===== src/rtl/spi_slave_if.sv =====
// Bus-side register interface for spi_slave.
//   CS      : peripheral select
//   REN/WEN : read / write enables
//   Addr    : byte address, registers decoded on Addr[11:2]
//   DataIn  : write data
//   DataOut : combinational read data
interface spi_slave_if;
  logic        CS;
  logic        REN;
  logic        WEN;
  logic [11:0] Addr;
  logic [31:0] DataIn;
  logic [31:0] DataOut;

  modport slave  (input  CS, REN, WEN, Addr, DataIn, output DataOut);
  modport master (output CS, REN, WEN, Addr, DataIn, input  DataOut);
endinterface


===== src/rtl/spi_slave.sv =====
// SPI mode-0 byte slave with a memory-mapped bus register file.
//   clk, rst            : system clock, asynchronous active-low reset
//   bus                 : register bus (spi_slave_if.slave)
//   spi_cs_in           : SPI chip select, active low, asynchronous to clk
//   spi_sclk_in         : SPI clock (mode 0, at most clk/8)
//   spi_mosi_in         : master-out data
//   spi_miso            : slave-out data, MSB first
//   irq                 : rx_valid AND irq_en
// Register map: 0x00 rx_data (R) / tx_data (W), 0x04 status (R),
//               0x08 control (W: bit0 clear errors, bit1 irq_en).
module spi_slave #(
  parameter int SYNC_STAGES = 2
) (
  input  logic       clk,
  input  logic       rst,
  spi_slave_if.slave bus,
  input  logic       spi_cs_in,
  input  logic       spi_sclk_in,
  input  logic       spi_mosi_in,
  output logic       spi_miso,
  output logic       irq
);

  typedef enum logic {IDLE, SHIFT} state_t;

  // After reset the CS synchronizer holds its idle value (1); if the pin is
  // still low the pipeline flushes a spurious falling edge. Start detection
  // is ignored until that flush has completed.
  localparam int ARM_CYCLES = SYNC_STAGES + 1;

  logic [SYNC_STAGES-1:0] r_cs_sync, r_sclk_sync, r_mosi_sync;
  logic                   r_cs_prev, r_sclk_prev;
  logic [2:0]             r_arm_cnt;

  state_t      r_state, w_state_next;
  logic [2:0]  r_bit_cnt;
  logic [7:0]  r_rx_shift, r_rx_data, r_tx_data, r_tx_shift;
  logic        r_rx_valid, r_tx_full, r_overrun, r_underrun, r_irq_en;
  logic        r_under_pend;

  logic        w_cs, w_mosi, w_armed;
  logic        w_cs_fall, w_cs_rise, w_sclk_rise, w_sclk_fall;
  logic        w_load_start, w_reload, w_tx_shift, w_rx_sample, w_byte_done, w_leave;
  logic [9:0]  w_reg;
  logic        w_rd_rx, w_wr_tx, w_wr_ctrl;
  logic        w_overrun_set, w_underrun_set, w_err_clear;
  logic        w_unused;

  // ---------------- synchronizers and edge detect ----------------
  always_ff @(posedge clk or negedge rst) begin
    if (!rst) begin
      r_cs_sync   <= '1;
      r_sclk_sync <= '0;
      r_mosi_sync <= '0;
      r_cs_prev   <= 1'b1;
      r_sclk_prev <= 1'b0;
      r_arm_cnt   <= '0;
    end else begin
      // NOTE: non-blocking assignments let every flop sample its pre-edge
      // input, which is what makes this a shift chain rather than a wire.
      r_cs_sync   <= {r_cs_sync[SYNC_STAGES-2:0],   spi_cs_in};
      r_sclk_sync <= {r_sclk_sync[SYNC_STAGES-2:0], spi_sclk_in};
      r_mosi_sync <= {r_mosi_sync[SYNC_STAGES-2:0], spi_mosi_in};
      r_cs_prev   <= r_cs_sync[SYNC_STAGES-1];
      r_sclk_prev <= r_sclk_sync[SYNC_STAGES-1];
      if (!w_armed) r_arm_cnt <= r_arm_cnt + 3'd1;
    end
  end

  assign w_cs        = r_cs_sync[SYNC_STAGES-1];
  assign w_mosi      = r_mosi_sync[SYNC_STAGES-1];
  assign w_armed     = (r_arm_cnt == 3'(ARM_CYCLES));
  assign w_cs_fall   =  r_cs_prev & ~w_cs;
  assign w_cs_rise   = ~r_cs_prev &  w_cs;
  assign w_sclk_rise = ~r_sclk_prev &  r_sclk_sync[SYNC_STAGES-1];
  assign w_sclk_fall =  r_sclk_prev & ~r_sclk_sync[SYNC_STAGES-1];

  // ---------------- bus decode ----------------
  assign w_reg     = bus.Addr[11:2];
  assign w_rd_rx   = bus.CS & bus.REN & (w_reg == 10'd0);
  assign w_wr_tx   = bus.CS & bus.WEN & (w_reg == 10'd0);
  assign w_wr_ctrl = bus.CS & bus.WEN & (w_reg == 10'd2);
  assign w_unused  = ^{bus.Addr[1:0], bus.DataIn[31:8]};

  // ---------------- FSM ----------------
  always_ff @(posedge clk or negedge rst) begin
    if (!rst) r_state <= IDLE;
    else      r_state <= w_state_next;
  end

  always_comb begin
    // NOTE: every output gets a default first so no path leaves it unassigned
    // (which would infer a latch).
    w_state_next = r_state;
    w_load_start = 1'b0;
    w_reload     = 1'b0;
    w_tx_shift   = 1'b0;
    w_rx_sample  = 1'b0;
    w_byte_done  = 1'b0;
    w_leave      = 1'b0;
    unique case (r_state)
      IDLE: begin
        if (w_cs_fall && w_armed) begin
          w_state_next = SHIFT;
          w_load_start = 1'b1;
        end
      end
      SHIFT: begin
        if (w_cs_rise) begin
          w_state_next = IDLE;
          w_leave      = 1'b1;
        end else if (w_sclk_rise) begin
          w_rx_sample = 1'b1;
          w_byte_done = (r_bit_cnt == 3'd7);
        end else if (w_sclk_fall) begin
          if (r_bit_cnt != 3'd0) w_tx_shift = 1'b1;
          else                   w_reload   = 1'b1;
        end
      end
      default: w_state_next = IDLE;
    endcase
  end

  // ---------------- datapath ----------------
  // A reload on the last falling edge of a byte happens even if CS is about
  // to rise, so an empty TX buffer there only counts as underrun once the
  // next byte actually starts clocking (r_under_pend).
  assign w_underrun_set = (w_load_start && !r_tx_full) || (w_rx_sample && r_under_pend);
  assign w_overrun_set  = w_byte_done && r_rx_valid && !w_rd_rx;
  assign w_err_clear    = w_wr_ctrl && bus.DataIn[0];

  always_ff @(posedge clk or negedge rst) begin
    if (!rst) begin
      r_bit_cnt    <= '0;
      r_rx_shift   <= '0;
      r_rx_data    <= '0;
      r_rx_valid   <= 1'b0;
      r_tx_data    <= '0;
      r_tx_shift   <= '0;
      r_tx_full    <= 1'b0;
      r_overrun    <= 1'b0;
      r_underrun   <= 1'b0;
      r_irq_en     <= 1'b0;
      r_under_pend <= 1'b0;
    end else begin
      if (w_leave || w_load_start) r_bit_cnt <= '0;
      else if (w_rx_sample)        r_bit_cnt <= r_bit_cnt + 3'd1;

      if (w_rx_sample) r_rx_shift <= {r_rx_shift[6:0], w_mosi};

      // A byte completing alongside a read of rx_data replaces it cleanly.
      if (w_byte_done && (!r_rx_valid || w_rd_rx)) begin
        r_rx_data  <= {r_rx_shift[6:0], w_mosi};
        r_rx_valid <= 1'b1;
      end else if (w_rd_rx) begin
        r_rx_valid <= 1'b0;
      end

      if (w_load_start || w_reload) r_tx_shift <= r_tx_full ? r_tx_data : 8'h00;
      else if (w_tx_shift)          r_tx_shift <= {r_tx_shift[6:0], 1'b0};

      // A bus write beats a same-cycle load: the old byte goes out, the new
      // one stays pending.
      if (w_wr_tx) begin
        r_tx_data <= bus.DataIn[7:0];
        r_tx_full <= 1'b1;
      end else if (w_load_start || w_reload) begin
        r_tx_full <= 1'b0;
      end

      if (w_reload)                                 r_under_pend <= ~r_tx_full;
      else if (w_rx_sample || w_leave || w_load_start) r_under_pend <= 1'b0;

      if (w_overrun_set)    r_overrun <= 1'b1;
      else if (w_err_clear) r_overrun <= 1'b0;

      if (w_underrun_set)   r_underrun <= 1'b1;
      else if (w_err_clear) r_underrun <= 1'b0;

      if (w_wr_ctrl) r_irq_en <= bus.DataIn[1];
    end
  end

  // ---------------- outputs ----------------
  assign spi_miso = (r_state == SHIFT) ? r_tx_shift[7] : 1'b0;
  assign irq      = r_rx_valid & r_irq_en;

  always_comb begin
    bus.DataOut = '0;
    if (bus.CS && bus.REN) begin
      case (w_reg)
        10'd0:   bus.DataOut = {24'd0, r_rx_data};
        10'd1:   bus.DataOut = {27'd0, r_underrun, r_overrun, r_tx_full,
                                (r_state == SHIFT), r_rx_valid};
        10'd2:   bus.DataOut = {30'd0, r_irq_en, 1'b0};
        default: bus.DataOut = '0;
      endcase
    end
  end

endmodule


===== src/flat_wrapper.sv =====
// flat-port wrapper written by rule: the top's interface ports become plain ports
module spi_slave_flat 
#(
  parameter int SYNC_STAGES = 2
)
  (clk, rst, spi_cs_in, spi_sclk_in, spi_mosi_in, spi_miso, irq, bus_CS, bus_REN, bus_WEN, bus_Addr, bus_DataIn, bus_DataOut);
  spi_slave_if bus_i ();
  input  logic clk;
  input  logic rst;
  input  logic spi_cs_in;
  input  logic spi_sclk_in;
  input  logic spi_mosi_in;
  output logic spi_miso;
  output logic irq;
  input wire logic [$bits(bus_i.CS)-1:0] bus_CS;
  input wire logic [$bits(bus_i.REN)-1:0] bus_REN;
  input wire logic [$bits(bus_i.WEN)-1:0] bus_WEN;
  input wire logic [$bits(bus_i.Addr)-1:0] bus_Addr;
  input wire logic [$bits(bus_i.DataIn)-1:0] bus_DataIn;
  output wire logic [$bits(bus_i.DataOut)-1:0] bus_DataOut;
  assign bus_i.CS = bus_CS;
  assign bus_i.REN = bus_REN;
  assign bus_i.WEN = bus_WEN;
  assign bus_i.Addr = bus_Addr;
  assign bus_i.DataIn = bus_DataIn;
  assign bus_DataOut = bus_i.DataOut;
  spi_slave #(.SYNC_STAGES(SYNC_STAGES)) u_core (.clk(clk), .rst(rst), .bus(bus_i), .spi_cs_in(spi_cs_in), .spi_sclk_in(spi_sclk_in), .spi_mosi_in(spi_mosi_in), .spi_miso(spi_miso), .irq(irq));
endmodule

===== config.mk =====
export PLATFORM = sky130hd
export DESIGN_NAME = spi_slave_flat
export DESIGN_NICKNAME = d
export VERILOG_FILES = /design/src/rtl/spi_slave_if.sv /design/src/rtl/spi_slave.sv /design/src/flat_wrapper.sv
export SDC_FILE = /design/constraint.sdc
export NUM_CORES = 1
export LEC_CHECK = 0
export CAP_MARGIN = 20
export CORE_UTILIZATION = 40
export DETAILED_ROUTE_END_ITERATION = 7
export GPL_TIMING_DRIVEN = 1
export PLACE_DENSITY_LB_ADDON = 0.2
export SYNTH_ARGS = -nofsm -noshare
export SYNTH_HDL_FRONTEND = slang
export SYNTH_SLANG_ARGS = --single-unit

===== constraint.sdc =====
create_clock -name clk -period 3.4 [get_ports clk]
set_input_delay 0.34 -clock clk [delete_from_list [all_inputs] [get_ports clk]]
set_output_delay 0.34 -clock clk [all_outputs]
set_load 0.05 [all_outputs]

==> qor.yml <==
rr_startpoint: "u_core.r_bit_cnt[0]$_DFFE_PN0P_"
synth_cell_type_count: 37
routed_wl_um: 4220
rsz0062_at_grt: "no"
gp_congestion: 0.730
syn_to_final_growth_pct: 20.6
cts.clk_slew.worst_paths_ns: 0.08
ys.warnings.count: 0
cp-end-kind: "output pin"
cellLeakagePower_nw: 1.37
drive_above_1_share: 0.187
cts_root_buf: "clkbuf_8"
post-place-cells: 318
worst_hold_slack_ns: 0.106
rows: 28
nFillCells: 561
syn_avg_cell_area_um2: 11.6
clockBufferDepth: 2
clock-sinks: 52
hold_class: "input pin to async pin"
drc: 0
worstPathRequired_ns: 3.06
cp.arrival_ns: 2.69
grt_pass1_vias: 1435
peakVddDrop_mv: 0.241
die_y_um: 80.5
cp_cell_sequence: "clkdlybuf4s50_1 -> or4_4 -> or2_2 -> nor3_1 -> clkdlybuf4s50_1"
ys_ff_latch: 52
finalNetCount: 307
cts_hold_buf: 0
yosysTopAreaCell: "dfrtp_1"
setup_viol: 0
finalSetupTns_ns: 0
final_cells: 326
vias: 1593
die_w_um: 80.5
numCtsBuffers: 5
dr.pass1.iters: 4
drt-wirelength-per-cell_um: 12.9
synth_flop_cell: "dfrtp_1"
antenna_found_initial: 0
regToRegEndpoint: "u_core.r_tx_shift[1]$_DFFE_PN0P_"
yosys.area.top_type_share: 0.497
grt_max_degree: 35
post-route-worst-setup-slack_ns: 0.371
die_area_mm2: 0.00648
status: "complete, no violations"
slew_headroom: 0.258
cp-endpoint: "bus_DataOut[1]"
yosysSeqAreaShare: 0.529
post_cts_resize_count: 0
slew_violations: 0
clock.fmax_ghz: 0.330
finalHoldViolations: 0
synth_edf_count: 0
crit_fanout: 4
worst_slew_pin_slew_ns: 1.10
syn-instance-count: 212
first_iter_violations: 145
gr-total-overflow: 0
cp_slowest_stage_delay_ns: 0.83
critPathSlowestCell: "clkdlybuf4s50_1"
power_density_mw_per_mm2: 453
period_share: 0.891
r2r_slack_ns: 1.25
path_class: "input pin to output pin"
finClkSkew_ns: 0.00491
crit_top_cell: "clkdlybuf4s50_1"
n_antenna_cell: 0
clkLatencyLatePin_ns: 0.30
cts_setup_buffers: 0
netlist_top_cells_area: "dfrtp_1 (50%), mux2_2 (9.6%), buf_4 (7.3%)"
dp_hpwl_um: 2980
cts.htree.levels: 2
core_mm2: 0.00592
pin_count: 86
portBuffers: 35
grt_usage: 0.142
synth_area_mm2: 0.00247
period_needed_ns: 3.03
via_per_inst: 4.89
reg2regPathDepth: 6
setup.worst_path.start: "bus_Addr[5]"
initial_core_util: 0.417
grt_pass1_wl_um: 6900
cts_tree: "built"
start_kind: "input pin"
ant_nets: 0
cap_violations: 0
utilization: 0.503
preCtsSetupSlack_ns: 0.366
synthArstFlopShare: 1.00
[worst max-delay path, delay by kind of cell]
family	cells	cell delay [ns]
buffers and inverters	2	1.23
AND/OR/NAND/NOR	3	1.11
[registers in the layout, summed over array words and instances (netlist names), 2 cells and up]
register and cells:
u_core.r_rx_data 8, u_core.r_tx_data 8, u_core.r_arm_cnt 3, u_core.r_cs_sync 2, u_core.r_bit_cnt 3, u_core.r_sclk_sync 2
u_core.r_mosi_sync 2, u_core.r_tx_shift 8, u_core.r_rx_shift 7
[how the worst min path moves through the flow]
stage / from / endpoint / slack [ns] / cells after the start
finish: rst / u_core.r_tx_data[6]$_DFFE_PN0P_ / 0.11 / 1
global route: rst / u_core.r_tx_data[6]$_DFFE_PN0P_ / 0.16 / 1
CTS: rst / u_core.r_tx_data[0]$_DFFE_PN0P_ / 0.12 / 1
detailed placement: u_core.r_mosi_sync[0]$_DFF_PN0_ / u_core.r_mosi_sync[1]$_DFF_PN0_ / 0.34 / 0
global placement: u_core.r_sclk_sync[0]$_DFF_PN0_ / u_core.r_sclk_sync[1]$_DFF_PN0_ / 0.33 / 0
floorplan: rst / u_core.r_arm_cnt[0]$_DFFE_PN0P_ / 0.04 / 0
[routing by layer]
metal	global-route usage	wire length [um]
met2	0.223	1960
met4	0.0482	25
met5	0	0
met3	0.0409	269
met1	0.186	1970
[Yosys cell counts (3+ instances only)]
| cell | count |
|---|---|
| dfstp_2 | 3 |
| o21ai_0 | 4 |
| buf_4 | 24 |
| and2_1 | 5 |
| ha_1 | 5 |
| mux2i_1 | 8 |
| dfrtp_1 | 49 |
| clkbuf_1 | 5 |
| mux2_2 | 21 |
| nor2_1 | 16 |
| inv_1 | 8 |
| nand2_1 | 13 |
| mux2_1 | 4 |
| a31oi_1 | 8 |
| nand3_1 | 10 |
[logic make-up (layout without fill, tap and decap cells)]
| logic type | after synthesis | after routing | synth area share |
|---|---|---|---|
| adders and majority gates | 5 | 5 | 0.0254 |
| xor gates and xnor gates | 1 | 1 | 0.00355 |
| AOI/OAI and AO/OA | 20 | 20 | 0.0584 |
| DFF | 52 | 52 | 0.529 |
| and+or+nand+nor | 63 | 63 | 0.143 |
| other | 1 | 24 | 0.00152 |
| muxes | 33 | 33 | 0.147 |
| buffers and inverters | 37 | 53 | 0.0928 |
[where the power goes]
group	internal [mW]	switching, mW	leakage, nW
sequential	0.697	0.0484	0.650
combinational	0.101	0.149	0.677
clock	0.166	0.187	0.0455
[placed cells by master (no fill, tap or decap), types with 4 or more instances in the layout]
cell type	netlist	final
a31oi_1	8	8
and2_1	5	5
buf_12	0	7
clkbuf_8	0	6
clkdlybuf4s50_1	0	27
conb_1	1	24
dfrtp_1	49	49
ha_1	5	5
inv_1	8	8
mux2_1	4	4
mux2_2	21	21
mux2i_1	8	8
nand2_1	13	13
nand3_1	10	10
nor2_1	16	16
o21ai_0	4	4
[through the flow]
| stage | instance area, um2 | total power [mW] |
|---|---|---|
| 3_5_place_dp | 2890 | 1.01 |
| 4_1_cts | 2980 | 1.37 |
| 6_report | 2980 | 1.35 |
| 3_3_place_gp | 2890 | 1.00 |
| 5_1_grt | 2980 | 1.42 |
| 2_1_floorplan | 2550 | 0.948 |
[area by class of cell]
class                           instances  area (um2)  share of cell area
Inverter                                8        30.0              0.0101
Sequential cell                        52        1310               0.439
Clock buffer                            8        90.1              0.0303
Multi-Input combinational cell        146        1030               0.345
Timing Repair Buffer                   37         430               0.145
Tap cell                               75        93.8              0.0315
Note: power is estimated with default switching activity, not from simulation.
